$ cat src/rtl/pipeline_ctrl_unit.sv
// ---------------------------------------------------------------------------
// pipeline_ctrl_unit
//
// Control path for the rv32im_zbb 5-stage core. It carries a decoded control
// word and register metadata from ID through EX, MEM and WB. It also produces:
//   - load-use and branch-operand stalls,
//   - multi-cycle EX back-pressure (mul/div),
//   - the taken-branch IF/ID flush,
//   - the EX operand forwarding selects,
//   - saturating stall/flush performance counters.
//
// Ports
//   clk, rst_n              clock; asynchronous active-low reset
//   id_valid_i              ID holds a valid instruction
//   id_ctrl_i               decoded control word from ID
//   id_rd_i/rs1_i/rs2_i     destination / source register addresses
//   id_rd_we_i, id_load_i   writes rd / result comes from data memory
//   id_rs1_use_i/rs2_use_i  source operand is actually read
//   id_is_branch_i          operands are compared/used in ID
//   id_branch_taken_i       branch/jump resolved taken in ID
//   ex_busy_i               multi-cycle EX unit still working
//   cnt_clr_i               synchronous clear of both counters
//   ex/mem/wb_ctrl_o        per-stage control words
//   ex/mem/wb_valid_o       per-stage valid bits
//   wb_rd_o, wb_rd_we_o,
//   wb_load_o               write-back controls
//   fwd_a_o, fwd_b_o        EX operand select: 00 regfile, 01 WB, 10 MEM ALU
//   pc_en_o, if_id_en_o     PC and IF/ID register enables
//   if_id_flush_o           squash the wrong-path instruction in IF/ID
//   stall_cnt_o,
//   flush_cnt_o             saturating performance counters
// ---------------------------------------------------------------------------
module pipeline_ctrl_unit #(
  parameter int CTRL_W = 16,
  parameter int CNT_W  = 16
) (
  input  logic              clk,
  input  logic              rst_n,
  input  logic              id_valid_i,
  input  logic [CTRL_W-1:0] id_ctrl_i,
  input  logic [4:0]        id_rd_i,
  input  logic [4:0]        id_rs1_i,
  input  logic [4:0]        id_rs2_i,
  input  logic              id_rd_we_i,
  input  logic              id_load_i,
  input  logic              id_rs1_use_i,
  input  logic              id_rs2_use_i,
  input  logic              id_is_branch_i,
  input  logic              id_branch_taken_i,
  input  logic              ex_busy_i,
  input  logic              cnt_clr_i,
  output logic [CTRL_W-1:0] ex_ctrl_o,
  output logic [CTRL_W-1:0] mem_ctrl_o,
  output logic [CTRL_W-1:0] wb_ctrl_o,
  output logic              ex_valid_o,
  output logic              mem_valid_o,
  output logic              wb_valid_o,
  output logic [4:0]        wb_rd_o,
  output logic              wb_rd_we_o,
  output logic              wb_load_o,
  output logic [1:0]        fwd_a_o,
  output logic [1:0]        fwd_b_o,
  output logic              pc_en_o,
  output logic              if_id_en_o,
  output logic              if_id_flush_o,
  output logic [CNT_W-1:0]  stall_cnt_o,
  output logic [CNT_W-1:0]  flush_cnt_o
);

  localparam logic [1:0] FWD_RF  = 2'b00;
  localparam logic [1:0] FWD_WB  = 2'b01;
  localparam logic [1:0] FWD_MEM = 2'b10;
  localparam logic [4:0] REG_X0  = 5'd0;

  // Saturating increment: the counter sticks at all-ones.
  function automatic logic [CNT_W-1:0] sat_inc(input logic [CNT_W-1:0] v);
    logic [CNT_W-1:0] one;
    one = {{(CNT_W-1){1'b0}}, 1'b1};
    sat_inc = (&v) ? v : v + one;
  endfunction

  // Operand select for one EX source. The MEM match is tested first so that
  // the youngest producer wins. A load in MEM has no result yet and is never
  // forwarded from there.
  function automatic logic [1:0] fwd_sel(
    input logic [4:0] rs,
    input logic       mem_wr,
    input logic       mem_ld,
    input logic [4:0] mem_rd,
    input logic       wb_wr,
    input logic [4:0] wb_rd
  );
    if (mem_wr && !mem_ld && (mem_rd == rs))
      fwd_sel = FWD_MEM;
    else if (wb_wr && (wb_rd == rs))
      fwd_sel = FWD_WB;
    else
      fwd_sel = FWD_RF;
  endfunction

  // Stage registers: p0 = ID/EX, p1 = EX/MEM, p2 = MEM/WB.
  // Source addresses are only consumed by forwarding in EX, so they are not
  // carried any further down the pipe.
  logic              vld_p0, vld_p1, vld_p2;
  logic [CTRL_W-1:0] ctrl_p0, ctrl_p1, ctrl_p2;
  logic [4:0]        rd_p0, rd_p1, rd_p2;
  logic              rd_we_p0, rd_we_p1, rd_we_p2;
  logic              load_p0, load_p1, load_p2;
  logic [4:0]        rs1_p0, rs2_p0;

  logic [CNT_W-1:0]  stall_cnt, flush_cnt;

  // Hazard detection
  logic eff_wr_p0, eff_wr_p1, eff_wr_p2;
  logic src_hit_p0, src_hit_p1;
  logic load_use, br_haz, stall_id;
  logic pc_en, flush;

  // A writer to x0 is architecturally a no-op, so it never creates a hazard.
  assign eff_wr_p0 = vld_p0 & rd_we_p0 & (rd_p0 != REG_X0);
  assign eff_wr_p1 = vld_p1 & rd_we_p1 & (rd_p1 != REG_X0);
  assign eff_wr_p2 = vld_p2 & rd_we_p2 & (rd_p2 != REG_X0);

  assign src_hit_p0 = (id_rs1_use_i & (id_rs1_i == rd_p0)) |
                      (id_rs2_use_i & (id_rs2_i == rd_p0));
  assign src_hit_p1 = (id_rs1_use_i & (id_rs1_i == rd_p1)) |
                      (id_rs2_use_i & (id_rs2_i == rd_p1));

  assign load_use = id_valid_i & eff_wr_p0 & load_p0 & src_hit_p0;

  // A branch compares in ID, so it must also wait for any ALU result still in
  // EX and for a load result that is still in MEM.
  assign br_haz = id_valid_i & id_is_branch_i &
                  ((eff_wr_p0 & src_hit_p0) | (eff_wr_p1 & load_p1 & src_hit_p1));

  assign stall_id = load_use | br_haz;

  assign pc_en = ~(ex_busy_i | stall_id);
  assign flush = id_valid_i & id_branch_taken_i & ~stall_id & ~ex_busy_i;

  assign pc_en_o       = pc_en;
  assign if_id_en_o    = pc_en;
  assign if_id_flush_o = flush;

  assign fwd_a_o = fwd_sel(rs1_p0, eff_wr_p1, load_p1, rd_p1, eff_wr_p2, rd_p2);
  assign fwd_b_o = fwd_sel(rs2_p0, eff_wr_p1, load_p1, rd_p1, eff_wr_p2, rd_p2);

  // ---- ID -> EX boundary ----
  // Busy holds the EX instruction in place. A stall without busy inserts a
  // bubble. Otherwise the ID contents are captured with ID's valid bit.
  always_ff @(posedge clk or negedge rst_n) begin
    if (!rst_n) begin
      vld_p0   <= 1'b0;
      ctrl_p0  <= '0;
      rd_p0    <= '0;
      rd_we_p0 <= 1'b0;
      load_p0  <= 1'b0;
      rs1_p0   <= '0;
      rs2_p0   <= '0;
    end else if (ex_busy_i) begin
      vld_p0   <= vld_p0;
      ctrl_p0  <= ctrl_p0;
      rd_p0    <= rd_p0;
      rd_we_p0 <= rd_we_p0;
      load_p0  <= load_p0;
      rs1_p0   <= rs1_p0;
      rs2_p0   <= rs2_p0;
    end else if (stall_id) begin
      vld_p0   <= 1'b0;
      ctrl_p0  <= '0;
      rd_p0    <= '0;
      rd_we_p0 <= 1'b0;
      load_p0  <= 1'b0;
      rs1_p0   <= '0;
      rs2_p0   <= '0;
    end else begin
      vld_p0   <= id_valid_i;
      ctrl_p0  <= id_ctrl_i;
      rd_p0    <= id_rd_i;
      rd_we_p0 <= id_rd_we_i;
      load_p0  <= id_load_i;
      rs1_p0   <= id_rs1_i;
      rs2_p0   <= id_rs2_i;
    end
  end

  // ---- EX -> MEM boundary ----
  // While EX is busy its instruction has not produced a result, so MEM
  // receives a bubble each cycle.
  always_ff @(posedge clk or negedge rst_n) begin
    if (!rst_n) begin
      vld_p1   <= 1'b0;
      ctrl_p1  <= '0;
      rd_p1    <= '0;
      rd_we_p1 <= 1'b0;
      load_p1  <= 1'b0;
    end else if (ex_busy_i) begin
      vld_p1   <= 1'b0;
      ctrl_p1  <= '0;
      rd_p1    <= '0;
      rd_we_p1 <= 1'b0;
      load_p1  <= 1'b0;
    end else begin
      vld_p1   <= vld_p0;
      ctrl_p1  <= ctrl_p0;
      rd_p1    <= rd_p0;
      rd_we_p1 <= rd_we_p0;
      load_p1  <= load_p0;
    end
  end

  // ---- MEM -> WB boundary ----
  always_ff @(posedge clk or negedge rst_n) begin
    if (!rst_n) begin
      vld_p2   <= 1'b0;
      ctrl_p2  <= '0;
      rd_p2    <= '0;
      rd_we_p2 <= 1'b0;
      load_p2  <= 1'b0;
    end else begin
      vld_p2   <= vld_p1;
      ctrl_p2  <= ctrl_p1;
      rd_p2    <= rd_p1;
      rd_we_p2 <= rd_we_p1;
      load_p2  <= load_p1;
    end
  end

  // Counters: clear has priority over increment.
  always_ff @(posedge clk or negedge rst_n) begin
    if (!rst_n) begin
      stall_cnt <= '0;
      flush_cnt <= '0;
    end else if (cnt_clr_i) begin
      stall_cnt <= '0;
      flush_cnt <= '0;
    end else begin
      if (!pc_en) stall_cnt <= sat_inc(stall_cnt);
      if (flush)  flush_cnt <= sat_inc(flush_cnt);
    end
  end

  assign ex_ctrl_o   = ctrl_p0;
  assign mem_ctrl_o  = ctrl_p1;
  assign wb_ctrl_o   = ctrl_p2;
  assign ex_valid_o  = vld_p0;
  assign mem_valid_o = vld_p1;
  assign wb_valid_o  = vld_p2;
  assign wb_rd_o     = rd_p2;
  assign wb_rd_we_o  = vld_p2 & rd_we_p2;
  assign wb_load_o   = vld_p2 & load_p2;
  assign stall_cnt_o = stall_cnt;
  assign flush_cnt_o = flush_cnt;

endmodule

$ cat config.mk
export PLATFORM = sky130hd
export DESIGN_NAME = pipeline_ctrl_unit
export DESIGN_NICKNAME = d
export VERILOG_FILES = /design/src/rtl/pipeline_ctrl_unit.sv
export SDC_FILE = /design/constraint.sdc
export NUM_CORES = 1
export LEC_CHECK = 0
export ABC_AREA = 1
export BUFFER_PORTS_ARGS = -buffer_cell sky130_fd_sc_hd__buf_2
export CAP_MARGIN = 10
export CORE_ASPECT_RATIO = 1.5
export CORE_MARGIN = 5
export CORE_UTILIZATION = 25
export CTS_BUF_LIST = sky130_fd_sc_hd__clkbuf_2 sky130_fd_sc_hd__clkbuf_4 sky130_fd_sc_hd__clkbuf_8
export DETAILED_ROUTE_END_ITERATION = 10
export PLACE_DENSITY = 0.43
export SLEW_MARGIN = 10
export SYNTH_ARGS = -nofsm -noshare
export SYNTH_HDL_FRONTEND = slang
export SYNTH_SLANG_ARGS = --single-unit
export TNS_END_PERCENT = 1
$ cat constraint.sdc
create_clock -name clk -period 2.5 [get_ports clk]
set_clock_uncertainty 0.1 [all_clocks]
set_input_delay 0.25 -clock clk [delete_from_list [all_inputs] [get_ports clk]]
set_output_delay 0.25 -clock clk [all_outputs]
set_load 0.02 [all_outputs]
# Word-level counts from Yosys, hierarchy flattened
# Cells that the tools add are included.
word_totals:
  out_inout_bits: 97
  regBits: 114
  inputBits: 42
classes:
  reduce_logical: 15
  n_eq_ne: 10
  n_bitwise: 30
  add_sub_neg: 2
  n_mux: 22
op_table:
  columns: ["operator", "count"]
  rows:
  - ["$mux W16", 8]
  - ["$eq A5 B5 Y1", 8]
  - ["$add A16 B1 Y16 const B", 2]
  - ["$reduce_and A16 Y1", 2]
  - ["$and A1 B1 Y1", 22]
  - ["$mux W5", 4]
  - ["$reduce_bool A5 Y1", 3]
  - ["$mux W1", 8]
  - ["$logic_and A1 B1 Y1", 5]
  - ["$or A1 B1 Y1", 5]
  - ["$mux W2", 2]
  - ["$ne A2 B2 Y1 const B", 2]
  - ["$reduce_and A2 Y1", 2]
  - ["$reduce_bool A2 Y1", 2]
  - ["$not A1 Y1", 3]
  - ["$logic_not A1 Y1", 1]

# Logic depth before layout (Yosys ltp)
logic_depth:
  word_depth: 12
  ltp_mapped: 14
  ltp_nobuf: 13

# Worst setup path before layout
# Ideal clock, no wire load.
synth_timing:
  path_kind: "flip-flop to output port"
  from: "reg rd_p1[2]"
  to: "out fwd_b_o[0]"
  n_path_buf: 0
  arrival_time_ns: 1.708
  path_slack_ns: 0.442
  path_stages_with_launch: 5
  t_required_ns: 2.150
  path_cell_list: "dfrtp_1 -> xnor2_1 -> nand3_1 -> nor4_1 -> nor3_1"
synth_between:
  elab_chain_len: 5
  elab_cells_between_ends: 6
  classes_between: "1 x eq/ne; 1 x mux; 1 x bitwise; 3 x reduce/logical"
synth_rtl:
  columns: ["element", "line_no", "text"]
  rows:
  - ["from (decl)", "106", "logic [4:0] rd_p0, rd_p1, rd_p2;"]
  - ["from (signal assigned)", "206", "rd_p1 <= rd_p0;"]
  - ["$reduce_bool A5 Y1", "121", "assign eff_wr_p1 = vld_p1 & rd_we_p1 & (rd_p1 != REG_X0);"]
  - ["$and A1 B1 Y1", "121", null]
  - ["$logic_and A1 B1 Y1", "93", "if (mem_wr && !mem_ld && (mem_rd == rs))"]
  - ["$logic_and A1 B1 Y1 *", "93", null]
  - ["$mux W2 *", "93", null]
  - ["to (decl)", "62", "output logic [1:0] fwd_b_o,"]
# Every way passes the cells marked *; elsewhere a longest branch is shown, timed or not.

# Final worst setup path
layout_timing:
  from: "reg rd_p0[2]"
  to: "out if_id_en_o"
layout_between:
  elab_chain_len: 9
  elab_cells_between_ends: 16
  classes_between: "2 x eq/ne; 13 x bitwise; 1 x reduce/logical"
layout_rtl:
  columns: ["element", "line_no", "text"]
  rows:
  - ["from (decl)", "106", null]
  - ["from (signal assigned)", "163", "rd_p0 <= rd_p0;"]
  - ["from (signal assigned)", "179", "rd_p0 <= id_rd_i;"]
  - ["$eq A5 B5 Y1 (on tied branches)", "124, 125", null]
  - ["$and A1 B1 Y1 (on tied branches)", "124, 125", null]
  - ["$or A1 B1 Y1", "124", "assign src_hit_p0 = (id_rs1_use_i & (id_rs1_i == rd_p0)) |"]
  - ["$and A1 B1 Y1", "134", "((eff_wr_p0 & src_hit_p0) | (eff_wr_p1 & load_p1 & src_hit_p1));"]
  - ["$or A1 B1 Y1", "134", null]
  - ["$and A1 B1 Y1", "133", "assign br_haz = id_valid_i & id_is_branch_i &"]
  - ["$or A1 B1 Y1 *", "136", "assign stall_id = load_use | br_haz;"]
  - ["$or A1 B1 Y1 *", "138", "assign pc_en = ~(ex_busy_i | stall_id);"]
  - ["$not A1 Y1 *", "138", null]
  - ["to (decl)", "64", "output logic if_id_en_o,"]
# Marked as above.

==> out/metrics.yaml <==
floorplan:
  ios: 139
  start_util_pct: 25.3
  die_x_um: 131
  dieArea_um2: 25000
  coreArea_um2: 21600
  dieHeight_um: 191
  fp-row-count: 66
finish:
  final_cells: 1157
  layout.nets: 916
  final_util_pct: 33.8
  antenna_cells: 0
  drive_gt1_share_pct: 25.3
  syn2layout_area_growth_pct: 33.5
yosys:
  synth-seq-cells: 114
  syn_avg_cell_area_um2: 7.97
  synth_compound_area_share_pct: 2.86
  synth_xor_area_share_pct: 4.80
  synth_nets: 731
  synth_area_um2: 5470
  ys_seq_area_share_pct: 52.1
  synth_top_family_by_area: "simple AND/OR/NAND/NOR gates"
  ys_warn_count: 0
  synth_cell_type_count: 33
  syn_inst: 687
  synth_ff_type: "dfrtp_1"
  synth_edf_count: 0
  async_reset_ff_share_pct: 100
  synth_fa_ha_area_share_pct: 0.457
  synth_simple_gate_area_share_pct: 32.4
  muxShareOfSynthArea_pct: 0
cts:
  insertion_delay_ps: 450
  cts_sinks: 114
  cts_tree: "done"
  htree_levels: 4
  cts-buffers-inserted: 17
  clk_pin_slew_worst_paths_ps: 70
  cts_buffer_depth: 2
  cts-root-buf: "clkbuf_8"
global_routing:
  grt_util_met1_pct: 15.7
  grt_max_degree: 59
  grt_util_met3_pct: 3.63
  overflow: 0
  grt_pass1_vias: 5129
  antenna_found_initial: 1
  grt_pass1_wl_um: 27000
  grt-busiest-layer: "met2"
  grt_usage_pct: 14.0
  met2_usage_pct: 25.1
worst_setup_path:
  r2r_end: "flush_cnt_o[11]$_DFFE_PN0P_"
  cp-end-kind: "output port"
  r2r_cells: 8
  timing_worst_setup_path_type: "reg -> out"
  worstReg2RegStart: "rd_p0[2]$_DFFE_PN0N_"
  reg2reg_slack_ps: 350
  critPathMaxFanout: 5
  cp.arrival_ps: 2020
  required_ps: 2150
  startpoint_type: "flip-flop"
flow_run:
  cap_violations: 0
timing:
  setup_viol: 0
  post-route-min-period_ps: 2370
  slew_viol_final: 0
  max_freq_mhz: 422
  tightest_slew_ps: 648
  fin_crit_sh_pct: 94.7
  finalSetupTns_ps: 0
  slew_headroom_pct: 56.8
  hold_viol: 0
  holdWs_ps: 129
route:
  via_per_inst: 4.23
  first_pass_iters: 4
  routedWlPerCell_um: 14.3
  route.detailed.drc: 0
  antenna_left: 0
  via_count: 4891
  routed_wl_um: 16500
  drt-initial-drc-count: 230
pwr:
  peakVddDrop_uv: 302
  powerDensity_nw_per_um2: 605
  p_leak_nw: 3.90
placement:
  io_buffers: 138
  place_congestion: 0.777
  dp_cells: 1087
  detailed_place_hpwl_um: 12000
hold_path:
  hp-class: "in -> async"
run_status:
  status: "finished clean"
report_power, final:
part	total, mW	internal [mW]	switching (mW)
registers	2.06	1.96	0.0990
logic	0.649	0.247	0.402
clock network	1.71	0.918	0.795
total	4.42	3.12	1.30
stage by stage:
stage	instance area [um2]	total power [mW]	setup WS, ps
4_1_cts	7230	4.52	-8.20
5_1_grt	7310	4.67	-3.05
2_1_floorplan	5470	2.43	442
3_3_place_gp	6490	2.70	317
6_report	7310	4.42	133
3_5_place_dp	6490	2.70	340
cell usage in the layout, fill, tap and decap left out, types with 6 or more instances in the layout:
master	Yosys	final
buf_2	6	133
buf_4	1	18
clkbuf_8	0	17
clkinv_2	0	6
dfrtp_1	114	109
dlygate4sd3_1	0	35
inv_1	61	60
inv_2	10	11
nand2_1	235	234
nand3_1	60	59
nand4_1	16	16
nor2_1	73	71
nor3_1	11	10
o21ai_1	17	17
or2_2	6	6
xnor2_1	14	14
xor2_1	16	16
per-layer routing:
metal,vias up,part of all wire [%],wire [um]
met5,-,0.042,7
met4,2,1.9,321
met3,18,4.9,815
met2,111,53,8830
met1,2230,40,6570
li1,2530,-,-
state kept, by name (all words and copies together) (netlist names), 16 cells and up:
name         count
ex_ctrl_o       16
wb_ctrl_o       16
flush_cnt_o     16
stall_cnt_o     16
mem_ctrl_o      16
synth_stat cells (2+ instances only):
cell / n / area [um2]
nor4_1: 5 / 31.3
nand4_1: 16 / 100
nor2_2: 3 / 18.8
o21ai_0: 5 / 25.0
nor3_1: 11 / 55.1
nand2_2: 3 / 18.8
xor2_1: 16 / 140
a21oi_1: 3 / 15.0
buf_2: 6 / 30.0
or2_2: 6 / 37.5
buf_6: 5 / 56.3
nand2_1: 235 / 882
inv_1: 61 / 229
xnor2_1: 14 / 123
dfrtp_1: 114 / 2850
nand3_1: 60 / 300
inv_2: 10 / 37.5
clkbuf_1: 10 / 37.5
o21ai_1: 17 / 85.1
ha_1: 2 / 25.0
nor2_1: 73 / 274
layout make-up:
class	instances	area (um2)
multi-input cells	479	2250
inverters	71	267
repair buffers	189	1210
clock buffers	21	264
well taps	272	340
clock inverters	11	114
fillers	2375	14300
flip-flops and latches	114	2860
logic make-up after synthesis:
kind of cell | after synthesis
flip-flops | 114
AND/OR/NAND/NOR | 418
adder cells (fa/ha/maj) | 2
buffers and inverters | 94
XOR/XNOR | 30
AO/OA/AOI/OAI | 29
worst max-delay path by stage:
| stage | endpoint | slack, ps | cells past startpoint | from |
|---|---|---|---|---|
| floorplan | fwd_b_o[0] | 440 | 4 | rd_p1[2]$_DFF_PN0_ |
| global placement | flush_cnt_o[14]$_DFFE_PN0P_ | 320 | 10 | rd_p0[1]$_DFFE_PN0N_ |
| detailed placement | flush_cnt_o[3]$_DFFE_PN0P_ | 340 | 8 | rd_p0[2]$_DFFE_PN0N_ |
| CTS | if_id_flush_o | -8 | 8 | rd_p0[2]$_DFFE_PN0N_ |
| global route | if_id_flush_o | -3 | 8 | rd_p0[2]$_DFFE_PN0N_ |
| finish | if_id_en_o | 130 | 7 | rd_p0[2]$_DFFE_PN0N_ |
critical path: stages (launching register included):
cell and delay (ps):
dfrtp_1 440, nor2_1 180, nand4_1 160, nand3_1 100, nor2_1 60, a21oi_4 240
and2_4 230, buf_4 150
what timing repair did:
item	in CTS	in global routing
hold buffers	35	0
hold endpoints to repair	148	0
pin swaps	0	2
setup buffers	0	3
resized for setup	3	16
endpoints found under the setup margin	3	4
Power figures use the tool's default switching activity.
